==> src/rtl/ram_port_arbiter.sv <==
// ram_port_arbiter: shares one single-port RAM between instruction fetch
// (port 0, read-only) and the load/store unit (port 1, read/write).
// Port 1 wins conflicts until port 0 has lost MAXRUN conflicts in a row,
// then port 0 is forced through once. MAXRUN=0 gives pure fixed priority.
// The RAM registers its read address, so read data shows up one cycle after
// the accepting edge and is qualified by a per-port valid strobe.
// Optional grant/stall statistics are compiled in with `define RAM_ARB_STATS_EN.
// ADDRWIDTH must match the ADDRWIDTH of the attached RAM instance.

module ram_port_arbiter #(
   parameter int ADDRWIDTH = 6,
   parameter int DATAWIDTH = 32,
   parameter int MAXRUN    = 4,
   parameter int STATWIDTH = 16
) (
   input  logic                 iClk,
   input  logic                 iRst_n,
   input  logic                 iReq0,
   input  logic [ADDRWIDTH-1:0] iAddr0,
   output logic                 oGnt0,
   output logic [DATAWIDTH-1:0] oRdata0,
   output logic                 oRvalid0,
   input  logic                 iReq1,
   input  logic                 iWe1,
   input  logic [ADDRWIDTH-1:0] iAddr1,
   input  logic [DATAWIDTH-1:0] iWdata1,
   output logic                 oGnt1,
   output logic [DATAWIDTH-1:0] oRdata1,
   output logic                 oRvalid1,
   output logic                 oRamWR,
   output logic [ADDRWIDTH-1:0] oRamAddress,
   output logic [DATAWIDTH-1:0] oRamWriteData,
   input  logic [DATAWIDTH-1:0] iRamReadData
`ifdef RAM_ARB_STATS_EN
   ,
   input  logic                 iStatClr,
   output logic [STATWIDTH-1:0] oGntCnt0,
   output logic [STATWIDTH-1:0] oGntCnt1,
   output logic [STATWIDTH-1:0] oStallCnt0
`endif
);

   // The run counter needs at least one bit even when the guard is disabled.
   localparam int RUNW = (MAXRUN < 1) ? 1 : $clog2(MAXRUN + 1);
   localparam logic [RUNW-1:0] RUNMAX = RUNW'(MAXRUN);

   logic [RUNW-1:0] runCnt_q, runCnt_d;
   logic            forceP0;
   logic            gnt0, gnt1;
   logic            rvalid0_q, rvalid0_d;
   logic            rvalid1_q, rvalid1_d;

   // Port 1 wins conflicts unless port 0 has already lost MAXRUN in a row.
   always_comb begin
      forceP0 = (MAXRUN != 0) && (runCnt_q == RUNMAX);
      gnt1    = iReq1 && !(iReq0 && forceP0);
      gnt0    = iReq0 && !gnt1;
   end

   // Count consecutive conflicts lost by port 0; any port 0 grant or idle port 0 resets the run.
   always_comb begin
      runCnt_d = runCnt_q;
      if (!iReq0 || gnt0) begin
         runCnt_d = '0;
      end else if (runCnt_q != RUNMAX) begin
         runCnt_d = runCnt_q + 1'b1;
      end
   end

   // A read accepted now has its data on the RAM output next cycle; writes raise no strobe.
   always_comb begin
      rvalid0_d = gnt0;
      rvalid1_d = gnt1 && !iWe1;
   end

   // Run counter and read-valid registers; reset drops any read in flight.
   always_ff @(posedge iClk or negedge iRst_n) begin
      if (!iRst_n) begin
         runCnt_q  <= '0;
         rvalid0_q <= 1'b0;
         rvalid1_q <= 1'b0;
      end else begin
         runCnt_q  <= runCnt_d;
         rvalid0_q <= rvalid0_d;
         rvalid1_q <= rvalid1_d;
      end
   end

   assign oGnt0         = gnt0;
   assign oGnt1         = gnt1;
   assign oRamAddress   = gnt1 ? iAddr1 : iAddr0;
   assign oRamWR        = gnt1 && iWe1;
   assign oRamWriteData = iWdata1;
   assign oRdata0       = iRamReadData;
   assign oRdata1       = iRamReadData;
   assign oRvalid0      = rvalid0_q;
   assign oRvalid1      = rvalid1_q;

`ifdef RAM_ARB_STATS_EN
   logic [STATWIDTH-1:0] gntCnt0_q, gntCnt0_d;
   logic [STATWIDTH-1:0] gntCnt1_q, gntCnt1_d;
   logic [STATWIDTH-1:0] stallCnt0_q, stallCnt0_d;

   // Saturating statistics counters with a synchronous clear.
   always_comb begin
      gntCnt0_d   = gntCnt0_q;
      gntCnt1_d   = gntCnt1_q;
      stallCnt0_d = stallCnt0_q;
      if (iStatClr) begin
         gntCnt0_d   = '0;
         gntCnt1_d   = '0;
         stallCnt0_d = '0;
      end else begin
         if (gnt0 && !(&gntCnt0_q)) begin
            gntCnt0_d = gntCnt0_q + 1'b1;
         end
         if (gnt1 && !(&gntCnt1_q)) begin
            gntCnt1_d = gntCnt1_q + 1'b1;
         end
         if (iReq0 && !gnt0 && !(&stallCnt0_q)) begin
            stallCnt0_d = stallCnt0_q + 1'b1;
         end
      end
   end

   // Statistics registers.
   always_ff @(posedge iClk or negedge iRst_n) begin
      if (!iRst_n) begin
         gntCnt0_q   <= '0;
         gntCnt1_q   <= '0;
         stallCnt0_q <= '0;
      end else begin
         gntCnt0_q   <= gntCnt0_d;
         gntCnt1_q   <= gntCnt1_d;
         stallCnt0_q <= stallCnt0_d;
      end
   end

   assign oGntCnt0   = gntCnt0_q;
   assign oGntCnt1   = gntCnt1_q;
   assign oStallCnt0 = stallCnt0_q;
`endif

endmodule

==> config.mk <==
export PLATFORM = sky130hd
export DESIGN_NAME = ram_port_arbiter
export DESIGN_NICKNAME = d
export VERILOG_FILES = /design/src/rtl/ram_port_arbiter.sv
export SDC_FILE = /design/constraint.sdc
export NUM_CORES = 1
export LEC_CHECK = 0
export CAP_MARGIN = 5
export CORE_MARGIN = 2
export CORE_UTILIZATION = 25
export CTS_BUF_LIST = sky130_fd_sc_hd__clkbuf_8
export DETAILED_ROUTE_END_ITERATION = 12
export PLACE_DENSITY = 0.95
export SYNTH_ARGS = -nofsm -noshare
export SYNTH_HDL_FRONTEND = slang
export SYNTH_SLANG_ARGS = --single-unit
==> constraint.sdc <==
create_clock -name iClk -period 4.35 [get_ports iClk]
set_clock_uncertainty 0.2 [all_clocks]
set_input_delay 0.87 -clock iClk [delete_from_list [all_inputs] [get_ports iClk]]
set_output_delay 0.87 -clock iClk [all_outputs]
set_load 0.02 [all_outputs]
### After elaboration in Yosys (flattened, before gate mapping)

Cells that the tools add are included.

* output and inout bits: 107
* input port bits: 81
* flip-flop bits (word level): 5

* eq/ne operators: 2
* reductions and logical operators: 11
* muxes and demuxes: 3
* $add $sub $neg: 1

Operators by type and width (number)
* 3-bit 2-to-1 mux: 2
* 6-bit 2-to-1 mux: 1
* 1-bit logical AND: 5
* 1-bit logical NOT: 4
* 3-bit by 1-bit adder with 3-bit output (second input constant): 1
* 3-bit == test (second input constant): 1
* 3-bit inequality test (second input constant): 1
* 2-bit nonzero test: 1
* 1-bit logical OR: 1

### Logic depth before layout (Yosys ltp)

* depth after elaboration: 8
* mapped depth: 6
* depth with buffers taken out: 4

### Least setup slack after synthesis

OpenSTA, ideal clock, no wires.

* kind: input to output
* from: input port iReq1
* to: output port oGnt0
* slack: 1.582 ns
* cell stages on the path: 3
* arrival time: 1.698 ns
* cells stage by stage: clkbuf_2 > buf_2 > a21boi_0

* cells in the longest elaborated chain, start to end: 3

Ends and longest elaborated chain
* start: declaration: RTL line 23 `input logic iReq1,`
* 1-bit logical AND: RTL line 56 `gnt1 = iReq1 && !(iReq0 && forceP0);`
* 1-bit logical NOT: RTL line 57 `gnt0 = iReq0 && !gnt1;`
* 1-bit logical AND: RTL line 57
* end: declaration: RTL line 20 `output logic oGnt0,`

No other way between the ends.

### Worst setup path in the final report

* from: input port iReq0
* to: output port oRamAddress[5]

* cells in the longest elaborated chain, start to end: 4

Ends and longest elaborated chain
* start: declaration: RTL line 18 `input logic iReq0,`
* 1-bit logical AND: RTL line 56
* 1-bit logical NOT: RTL line 56
* 1-bit logical AND: RTL line 56
* 6-bit 2-to-1 mux: RTL line 91 `assign oRamAddress = gnt1 ? iAddr1 : iAddr0;`
* end: declaration: RTL line 31 `output logic [ADDRWIDTH-1:0] oRamAddress,`

No other way between the ends.

==> flow_summary.ini <==
[run_status]
outcome = finished clean

[drt]
drc = 0
initialDrtViolationCount = 42
num_vias = 563
dr.pass1.iters = 4
routedWlPerCell_um = 18.5
vias_per_cell = 4.40
antenna_left = 0
wirelength_um = 2370

[final_layout]
syn2layout_area_growth_pct = -33.8
layout-drive-gt1-share_pct = 7.89
antennaDiodeCount = 0
fill_cells = 491
final_nets = 160

[run]
maxCapViolations = 0

[worst_setup_path]
worstRegToRegCells = 4
crit_family = buffers and inverters
crit_path_frequent_cell = clkdlybuf4s50_1
required_ps = 3280
cpPeakStageDelay_ps = 650
crit_type = in2out
crit_fanout = 10
r2r_slack_ps = 2810
critPathCaptureType = primary output
crit_chain = clkdlybuf4s50_1, and3_4, o211ai_1, clkdlybuf4s50_1
critical_path_depth = 4
slowest_stage = clkdlybuf4s50_1
cp-start-kind = input pin
crit_arrival_ps = 2680
path_buf_inv = 2

[timing]
fin_crit_sh_pct = 86.2
timing.final.ws_setup_ps = 602
setup_viol = 0
hold_viol_final = 0
slew_violations = 0
fmax_mhz = 267
max_slew_margin_pct = 66.2
rsz0062_at_grt = false
setup_tns_ps = 0
min_period_ps = 3750
tightest_slew_ps = 506

[die]
dieArea_um2 = 5250
top_level_ports = 188
core-area_um2 = 4440
row_count = 24
die_x_um = 72.4
start_util_pct = 26.4
die_h_um = 72.4

[logic_synthesis]
yosysUniqueCellTypes = 21
synth_top_cell_by_area = buf_4
ys_top_cells_by_count = buf_4, nand2_1, nand2b_1, nand4_1, o211ai_1
ys_ff_latch = 5
synth.cell_area_um2 = 1170
postSynthAreaPerCell_um2 = 7.97
synth_edf_count = 0
async_reset_ff_share_pct = 100
yosysWarnings = 0
synth_cells = 147
synth_area_leaders = buf_4, dfrtp_1, buf_6
yosysSeqAreaShare_pct = 10.7
synth_most_common_cell = buf_4
synthesis.nets = 230
synth.top_cell.area_share_pct = 61.5
synth_flop_cell = dfrtp_1

[global_route]
grt_pass1_vias = 587
overflow = 0
grt_pass1_wl_um = 3350
grt_usage_pct = 8.62
antenna_found_initial = 0
grt_max_degree = 19

[placement]
dp_hpwl_um = 1910
gp_congestion = 0.697
dp_slack_ps = 619
port_buffers = 27

[pwr]
ir_worst_vdd_mv = 0.0445
leakagePower_nw = 0.284
power_density_nw_per_um2 = 244

[cts]
htree_levels = 1
cts_hold_buffers = 0
cts_tree = done
cts_sinks = 5
cts_buffers = 3
clock_latency_ps = 220
postCtsSetupBuffers = 0
ctsResizeCount = 0
cts.path.max_buffers = 2
ctsRootBufferMaster = clkbuf_8
clkTransAtPathRegs_ps = 40

[min_path]
hp-class = reg2reg
whs_path_depth = 1
==> cell families after synthesis <==
kind of cell	synth area share, %
buffers and inverters	66.9
and+or+nand+nor	15.1
AOI/OAI and AO/OA	5.24
adders and majority gates	2.14
DFF	10.7
==> where the power goes <==
group	internal, mW	switching [mW]	leakage (nW)
Clock	0.0607	0.0247	0.0269
Sequential	0.0486	0.00103	0.0666
Combinational	0.0298	0.0247	0.191
==> layout by cell type (no fill, tap or decap) <==
master and n:
or3b_1 1, inv_1 3, and4_1 1, clkdlybuf4s50_1 27, nand4_1 6, or2b_1 1, nor3b_1 1, o211ai_1 6
a21oi_2 1, ha_1 2, nor2b_1 1, dfrtp_1 5, clkbuf_8 3, and3b_1 1, nor3b_2 1, nand2b_1 6
a21boi_0 1, nand2_1 8, and3_4 1
==> sequential cells by signal, indices dropped and copies added, names as in the netlist <==
signal    flops
oRvalid0      1
runCnt_q      3
oRvalid1      1
==> area by class of cell <==
type | count | area [um2] | share of cell area (%)
multi-input cells | 38 | 263 | 33.9
well taps | 52 | 65.1 | 8.39
inverters | 2 | 7.51 | 0.968
repair buffers | 27 | 270 | 34.8
clock buffers | 3 | 41.3 | 5.32
flip-flops and latches | 5 | 125 | 16.1
clock inverters | 1 | 3.75 | 0.484
==> worst paths after layout <==
check,start,end
worst min register to register,runCnt_q[0],runCnt_q[0]
worst max register to register,runCnt_q[0],runCnt_q[2]
max in group asynchronous,iRst_n,oRvalid1
worst min-delay path,runCnt_q[0],runCnt_q[0]
worst max-delay path,iReq0,oRamAddress[5]
min in group asynchronous,iRst_n,oRvalid0
==> worst register-to-register path: stages, from the launching register on <==
cell,delay [ps]
dfrtp_1,370
inv_1,60
ha_1,300
or3b_1,420
a21oi_2,110
==> metrics by stage <==
stage | area, um2 | hold WS (ps) | cells | total power [mW] | util [%]
after floorplan | 1170 | 237 | 147 | 0.204 | -
after global placement | 731 | 261 | 124 | 0.105 | 16.4
after detailed placement | 731 | 271 | 124 | 0.105 | 16.4
after CTS | 776 | 283 | 128 | 0.192 | 17.5
after global routing | 776 | 300 | 128 | 0.199 | 17.5
final | 776 | 277 | 128 | 0.190 | 17.5
==> routing by layer <==
| metal | track usage [%] | part of all wire, % | up-vias |
|---|---|---|---|
| li1 | - | - | 233 |
| met3 | 8.06 | 22 | 20 |
| met1 | 7.53 | 29 | 227 |
| met4 | 9.26 | 7.0 | 0 |
| met5 | 0 | 0 | - |
| met2 | 10.9 | 42 | 83 |
No activity file was read; power rests on OpenSTA's default activity.
